## src/rtl/utils_pkg.sv

```systemverilog
// utils_pkg: shared widths and FSM state type for the index-to-mask decoder
package utils_pkg;
    localparam int IDX_W  = 6;
    localparam int MASK_W = 64;
    localparam int CNT_W  = 7;
    typedef enum logic {IDLE, ACC} state_e;
endpackage

```

## src/rtl/dec_8b.sv

```systemverilog
// dec_8b: combinational 3-to-8 one-hot decoder
//   sel_i : 3-bit select
//   oh_o  : 8-bit one-hot output, bit sel_i set
module dec_8b (
    input  logic [2:0] sel_i,
    output logic [7:0] oh_o
);
    assign oh_o = 8'd1 << sel_i;
endmodule

```

## src/rtl/dec_64b.sv

```systemverilog
// dec_64b: accumulates a burst of 6-bit indices into a 64-bit mask with popcount and duplicate flag
//   clk_i, rst_n_i : clock, async active-low reset
//   init_i         : start/restart a burst (clears accumulator, has priority)
//   valid_i        : data_i carries an index
//   last_i         : final index of the burst (with valid_i)
//   data_i         : index, [5:3] bank, [2:0] bit
//   busy_o         : burst in progress
//   done_o         : one-cycle pulse with data_o/cnt_o/dup_o valid, all zero otherwise
module dec_64b
    import utils_pkg::*;
(
    input  logic              clk_i,
    input  logic              rst_n_i,
    input  logic              init_i,
    input  logic              valid_i,
    input  logic              last_i,
    input  logic [IDX_W-1:0]  data_i,
    output logic              busy_o,
    output logic              done_o,
    output logic [MASK_W-1:0] data_o,
    output logic [CNT_W-1:0]  cnt_o,
    output logic              dup_o
);
    state_e            state_r;
    logic [MASK_W-1:0] mask_r, oh, mask_nx;
    logic [CNT_W-1:0]  cnt_r, cnt_nx;
    logic              dup_r, dup_nx, hit;
    logic [7:0]        bank_oh, bit_oh;

    dec_8b u_bank (.sel_i(data_i[5:3]), .oh_o(bank_oh));
    dec_8b u_bit  (.sel_i(data_i[2:0]), .oh_o(bit_oh));

    for (genvar k = 0; k < 8; k++) begin : g_byte
        assign oh[8*k +: 8] = bank_oh[k] ? bit_oh : 8'h00;
    end

    // A bit already present marks a duplicate and does not add to the count
    assign hit     = |(mask_r & oh);
    assign mask_nx = mask_r | oh;
    assign cnt_nx  = hit ? cnt_r : cnt_r + 7'd1;
    assign dup_nx  = dup_r | hit;
    assign busy_o  = (state_r == ACC);

    always_ff @(posedge clk_i or negedge rst_n_i) begin
        if (!rst_n_i) begin
            state_r <= IDLE;
            mask_r  <= '0;
            cnt_r   <= '0;
            dup_r   <= 1'b0;
            done_o  <= 1'b0;
            data_o  <= '0;
            cnt_o   <= '0;
            dup_o   <= 1'b0;
        end else begin
            done_o <= 1'b0;
            data_o <= '0;
            cnt_o  <= '0;
            dup_o  <= 1'b0;
            if (init_i) begin
                state_r <= ACC;
                mask_r  <= '0;
                cnt_r   <= '0;
                dup_r   <= 1'b0;
            end else if (state_r == ACC && valid_i) begin
                mask_r <= mask_nx;
                cnt_r  <= cnt_nx;
                dup_r  <= dup_nx;
                if (last_i) begin
                    state_r <= IDLE;
                    done_o  <= 1'b1;
                    data_o  <= mask_nx;
                    cnt_o   <= cnt_nx;
                    dup_o   <= dup_nx;
                end
            end
        end
    end
endmodule

```

## config.mk

```make
export PLATFORM = sky130hd
export DESIGN_NAME = dec_64b
export DESIGN_NICKNAME = d
export VERILOG_FILES = /design/src/rtl/utils_pkg.sv /design/src/rtl/dec_8b.sv /design/src/rtl/dec_64b.sv
export SDC_FILE = /design/constraint.sdc
export NUM_CORES = 1
export LEC_CHECK = 0
export ABC_CLOCK_PERIOD_IN_PS = 4100
export CAP_MARGIN = 0
export CORE_UTILIZATION = 50
export DETAILED_ROUTE_END_ITERATION = 8
export GPL_TIMING_DRIVEN = 0
export PLACE_DENSITY = 0.74
export SLEW_MARGIN = 20
export SYNTH_ARGS = -nofsm -noshare
export SYNTH_HDL_FRONTEND = slang
export SYNTH_SLANG_ARGS = --single-unit
```

## constraint.sdc

```tcl
create_clock -name clk_i -period 4.1 [get_ports clk_i]
set_input_delay 0.82 -clock clk_i [delete_from_list [all_inputs] [get_ports clk_i]]
set_output_delay 0.82 -clock clk_i [all_outputs]
set_load 0.01 [all_outputs]
```

==> reports/results.tsv <==
metric	value	unit
pwr-share-comb	6.2	%
status	finished, final reports clean	
utilization	64.95	%
syn_area	6108	sq um
path_class	in2reg	
cts_made_buffers	17	
fin_worst_skew	0.006547	ns
vdd_ir_drop_max	297.9	uV
std_cell_rows	40	
cp.required	4.40	ns
final.setup.tns	0	ns
via_per_inst	5.954	
p_sw_share	22.58	%
ant_nets	0	
rrSetupSlack	1.19	ns
synth_fp_nets	629	
synth.area.top_cells	dfrtp_1, a21oi_1, nor2_1, mux2i_1, clkbuf_1	
hold_path.class	in2async	
io_buffers	79	
ios	85	
grt_pass1_vias	5027	
p_clk_share	49.4	%
leakage	3.361	nW
die_y	112.5	um
clk_latency	0.43	ns
fp.dieW	112.5	um
setup_violations	0	
final_cell_mix	nor2_1, dfrtp_1, a21oi_1	
max_slew_margin	22.62	%
synth_top_area_share	59.81	%
cts-root-buf	clkbuf_16	
cp_max_fo	10	
fin_crit_sh	96.63	%
min_period	3.962	ns
antenna_found_initial	0	
grt_max_degree	81	
synth_top_area_cell	dfrtp_1	
fin_ws	0.1383	ns
dp_slack	-0.08611	ns
coreArea	11960	sq um
end_kind	register	
syn-mean-instance-area	9.900	sq um
postCtsSetupBuffers	0	
post_cts_resized	0	
cts_sinks	146	
drive_above_1_share	9.041	%
ys_seq_area_share	59.81	%
area_growth	27.18	%
r2r-end	cnt_o[0]	
via_count	5222	
clkTransAtPathRegs	0.06	ns
final_common_cell	nor2_1	
drv_slew	0	
startpoint_type	input pin	
synth_warnings	0	
timing.fmax	252.4	MHz
p_total	3.289	mW
yosys_register_bits	146	
drt_first_pass_iters	5	
finalHoldViolations	0	
grt_first_pass_wirelength	27.93	mm
drv_cap	0	
drt_iter0_markers	506	
wl	17.99	mm
tightestPinTransition	1.156	ns
htree_levels	4	
finalWeightedCongestion	0.9079	
internal_power	2.546	mW
dieArea	12660	sq um
rsz0062_at_grt	false	
ff2ff_path_depth	10	
start_util	51.07	%
wire_per_inst	20.52	um
arrival	4.26	ns
synth_edf_count	0	
place_hpwl	12.17	mm
drc	0	
diodes	0	
synth_cells	617	
power.switching	0.7425	mW
synth-main-ff-cell	dfrtp_1	
rr_startpoint	mask_r[41]	
nets	730	
cts_tree	done	
clk_path_buf_depth	2	
synthDistinctLibCells	51	
gr-total-overflow	0	
track_usage	30.18	%
async_flop_share	100.0	%
power_density	423.3	nW/um^2
cts_hold_buffers	0	
p_seq_share	44.4	%
how the worst max path moves through the flow:
stage	to	from	slack [ns]
3_5_place_dp	cnt_o[0]	data_i[1]	-0.09
5_1_grt	cnt_o[0]	data_i[1]	0.06
4_1_cts	cnt_o[0]	data_i[1]	0.26
6_report	cnt_o[0]	data_i[1]	0.14
2_1_floorplan	cnt_r[0]	data_i[5]	0.98
3_3_place_gp	data_o[36]	rst_n_i	-3.23
flip-flops by register name, summed over array words and instances (netlist names):
register and count:
data_o 64, mask_r 64, cnt_o 7, cnt_r 7, busy_o 1, done_o 1
dup_o 1, dup_r 1
power by group through the flow:
stage	logic (mW)	clock network, mW	registers (mW)
2_1_floorplan	0.101	0	1.49
3_3_place_gp	0.191	0	1.49
3_5_place_dp	0.201	0	1.49
4_1_cts	0.202	1.64	1.46
5_1_grt	0.221	1.70	1.46
6_report	0.203	1.63	1.46
cell families after synthesis:
group,synth area share [%]
adders and majority gates,0.2048
AOI/OAI and AO/OA,16.65
DFF,59.81
and+or+nand+nor,15.71
muxes,3.257
xor gates and xnor gates,0.1434
buffers and inverters,4.219
synth_stat cells, drive strengths merged (2+ instances only):
| cell type | n |
|---|---|
| a211oi | 2 |
| a21oi | 138 |
| a22o | 2 |
| a22oi | 8 |
| a31oi | 3 |
| and3 | 4 |
| and3b | 4 |
| buf | 22 |
| clkbuf | 28 |
| dfrtp | 146 |
| inv | 6 |
| mux2 | 4 |
| mux2i | 15 |
| nand2 | 10 |
| nand2b | 5 |
| nand3 | 5 |
| nand3b | 5 |
| nand4b | 2 |
| nor2 | 150 |
| nor2b | 4 |
| nor3 | 6 |
| nor3b | 2 |
| o211ai | 3 |
| o21ai | 6 |
| o22ai | 3 |
| o2bb2ai | 2 |
| o31ai | 4 |
| o32ai | 2 |
| or2 | 2 |
| or3 | 5 |
| or4 | 5 |
metal layers:
metal | wire (um) | up-vias | track usage [%]
met1 | 7631 | 2590 | 40.76
met3 | 1342 | 40 | 7.883
met5 | 0 | - | 0
met2 | 8394 | 258 | 45.76
li1 | - | 2334 | -
met4 | 626 | 0 | 14.31
final cells by class:
type / instances / area, sq um
fillers: 952 / 4193
inverters: 6 / 22.52
clock buffers: 21 / 460.4
well taps: 147 / 183.9
flip-flops and latches: 146 / 3654
repair buffers: 82 / 838.3
plain buffers: 50 / 235.2
multi-input cells: 415 / 2217
clock inverters: 10 / 157.7
metrics by stage:
step	hold slack [ns]	instance area, sq um	std cells
after detailed placement	0.4961	7151	846
after global placement	0.4828	7083	843
final	0.3556	7769	877
after floorplan	0.4632	6108	617
after global routing	0.4064	7769	877
after CTS	0.3937	7769	877
worst max-delay path, stage by stage:
cell and delay (ns):
clkdlybuf4s50_1 0.54, nand2b_1 0.07, clkbuf_1 0.28, nor2_1 0.96, a31oi_1 0.22, nand4_1 0.15
or4_1 0.16, buf_2 0.19, buf_6 0.15, clkbuf_1 0.35, xor2_1 0.28, nor2_1 0.07
Power figures use the tool's default switching activity.
==> RTL edit (same flow settings) <==
`CNT_W`: 7 -> 14.
--- a/src/rtl/utils_pkg.sv
+++ b/src/rtl/utils_pkg.sv
@@ -4,3 +4,3 @@
     localparam int MASK_W = 64;
-    localparam int CNT_W  = 7;
+    localparam int CNT_W  = 14;
     typedef enum logic {IDLE, ACC} state_e;
Interface: changed (resized cnt_o); port bits go from 85 to 92. The function was not compared with the original's and may differ.
==> RTL edit against the original RTL <==
- critical path depth did not move
- setup slack improved by 0.037 ns
- synthesized area rose by 13%
- final area rose by 13%
- sequential cell count rose by 14
- power rose by 2.0%
- routed wire length rose by 16%
- highest routed layer unchanged
- critical path type unchanged
- sequential power rose by 9.6%
==> RTL edit: results <==
set metrics [dict create \
    internal-power_mw 2.51 \
    hpwl_um 14500 \
    slowest_delay_ns 0.52 \
    critPathMaxFanout 10 \
    outcome "complete, no violations" \
    yosys.area_share.adder_pct 0.181 \
    synth-compound-area-share_pct 17.1 \
    ys_types 49 \
    grt_pass1_vias 5920 \
    ys_seq_area_share_pct 57.9 \
    grt_pass1_wl_um 32800 \
    initialDrtViolationCount 655 \
    dr.pass1.iters 5 \
    instances_no_fill 1009 \
    drive_gt1_share_pct 10.2 \
    numPlacedInstances 977 \
    clock_skew_ns 0.00826 \
    ys_async_sr_fraction_pct 100 \
    grt_max_degree 88 \
    ir_drop_uv 300 \
    cellLeakagePower_nw 3.71 \
    syn_nets 718 \
    post-place-ws_ns -0.828 \
    worstPathArrival_ns 4.21 \
    worstMarginPinSlew_ns 1.02 \
    synth_common_cells "dfrtp_1 (160), a21oi_1 (159), nor2_1 (146), clkbuf_1 (35), or4_1 (21)" \
    core_um2 13300 \
    regArea_um2 4000 \
    top_regs "data_o: 64 flops, mask_r: 64 flops" \
    vias 6046 \
    antenna_cells 0 \
    track_usage_pct 31.1 \
    critPathSlowestCell "clkdlybuf4s50_1" \
    clk_pin_slew_worst_paths_ns 0.06 \
    seq-power_mw 1.60 \
    cts_root_buf "clkbuf_16" \
    final_nets 832 \
    power.density_nw_per_um2 383 \
    io_buffers 90 \
    clock_latency_ns 0.43 \
    finalWeightedCongestion 0.915 \
    clockBufferDepth 2 \
    avgSynthCellArea_um2 9.80 \
    power_clock_mw 1.53 \
    synth.area.top_cells "dfrtp_1 (58%), a21oi_1 (12%), nor2_1 (7.9%)" \
    drt_wl_total_um 20900 \
    synth_mux_area_share_pct 3.18 \
    fillers 1089 \
    dpl_cell_area_um2 8130 \
    cts_buffers 17 \
    synth_xor_area_share_pct 0 \
]
RTL edit: path summary, 6_finish.rpt:
path	end	cells after the start	startpoint	slack, ns
max	cnt_r[10]	12	data_i[0]	0.18
min	mask_r[26]	1	rst_n_i	0.34
max reg2reg	cnt_r[10]	10	mask_r[3]	0.97
min reg2reg	mask_r[2]	2	mask_r[2]	0.52
max in group asynchronous	mask_r[1]	2	rst_n_i	2.98
min in group clk_i	mask_r[2]	2	mask_r[2]	0.52
RTL edit: kinds of logic (layout without fill, tap and decap cells):
group                      count (synthesis)  in the layout
buffers and inverters                     63            190
muxes                                     21             21
adders and majority gates                  1              1
and+or+nand+nor                          251            251
DFF                                      160            160
AOI/OAI and AO/OA                        210            210
RTL edit: final cells by class:
| type | count | area share, % |
|---|---|---|
| flip-flops and latches | 160 | 45.7 |
| multi-input cells | 483 | 30.9 |
| repair buffers | 96 | 11.1 |
| clock buffers | 18 | 5.01 |
| plain buffers | 55 | 2.98 |
| well taps | 176 | 2.51 |
| clock inverters | 14 | 1.51 |
| inverters | 7 | 0.300 |
RTL edit: worst register-to-register path: cells and delay by family, from the launching register on:
kind	cells	cell delay, ns
AOI/OAI and AO/OA	4	0.95
and+or+nand+nor	2	0.69
buffers and inverters	3	0.62
DFF	1	0.40
muxes	1	0.34
RTL edit: routing by layer:
metal	GRT usage, %	part of all wire (%)
met1	42.2	43
met2	47.1	46
met3	8.46	8.4
met4	13.5	3.0
met5	0	0
RTL edit: what timing repair did:
action	CTS	global route
cloned	0	0
pin swaps	0	1
setup buffers	0	1
resized for setup	7	11
hold buffers	0	0
setup endpoints to repair	29	25
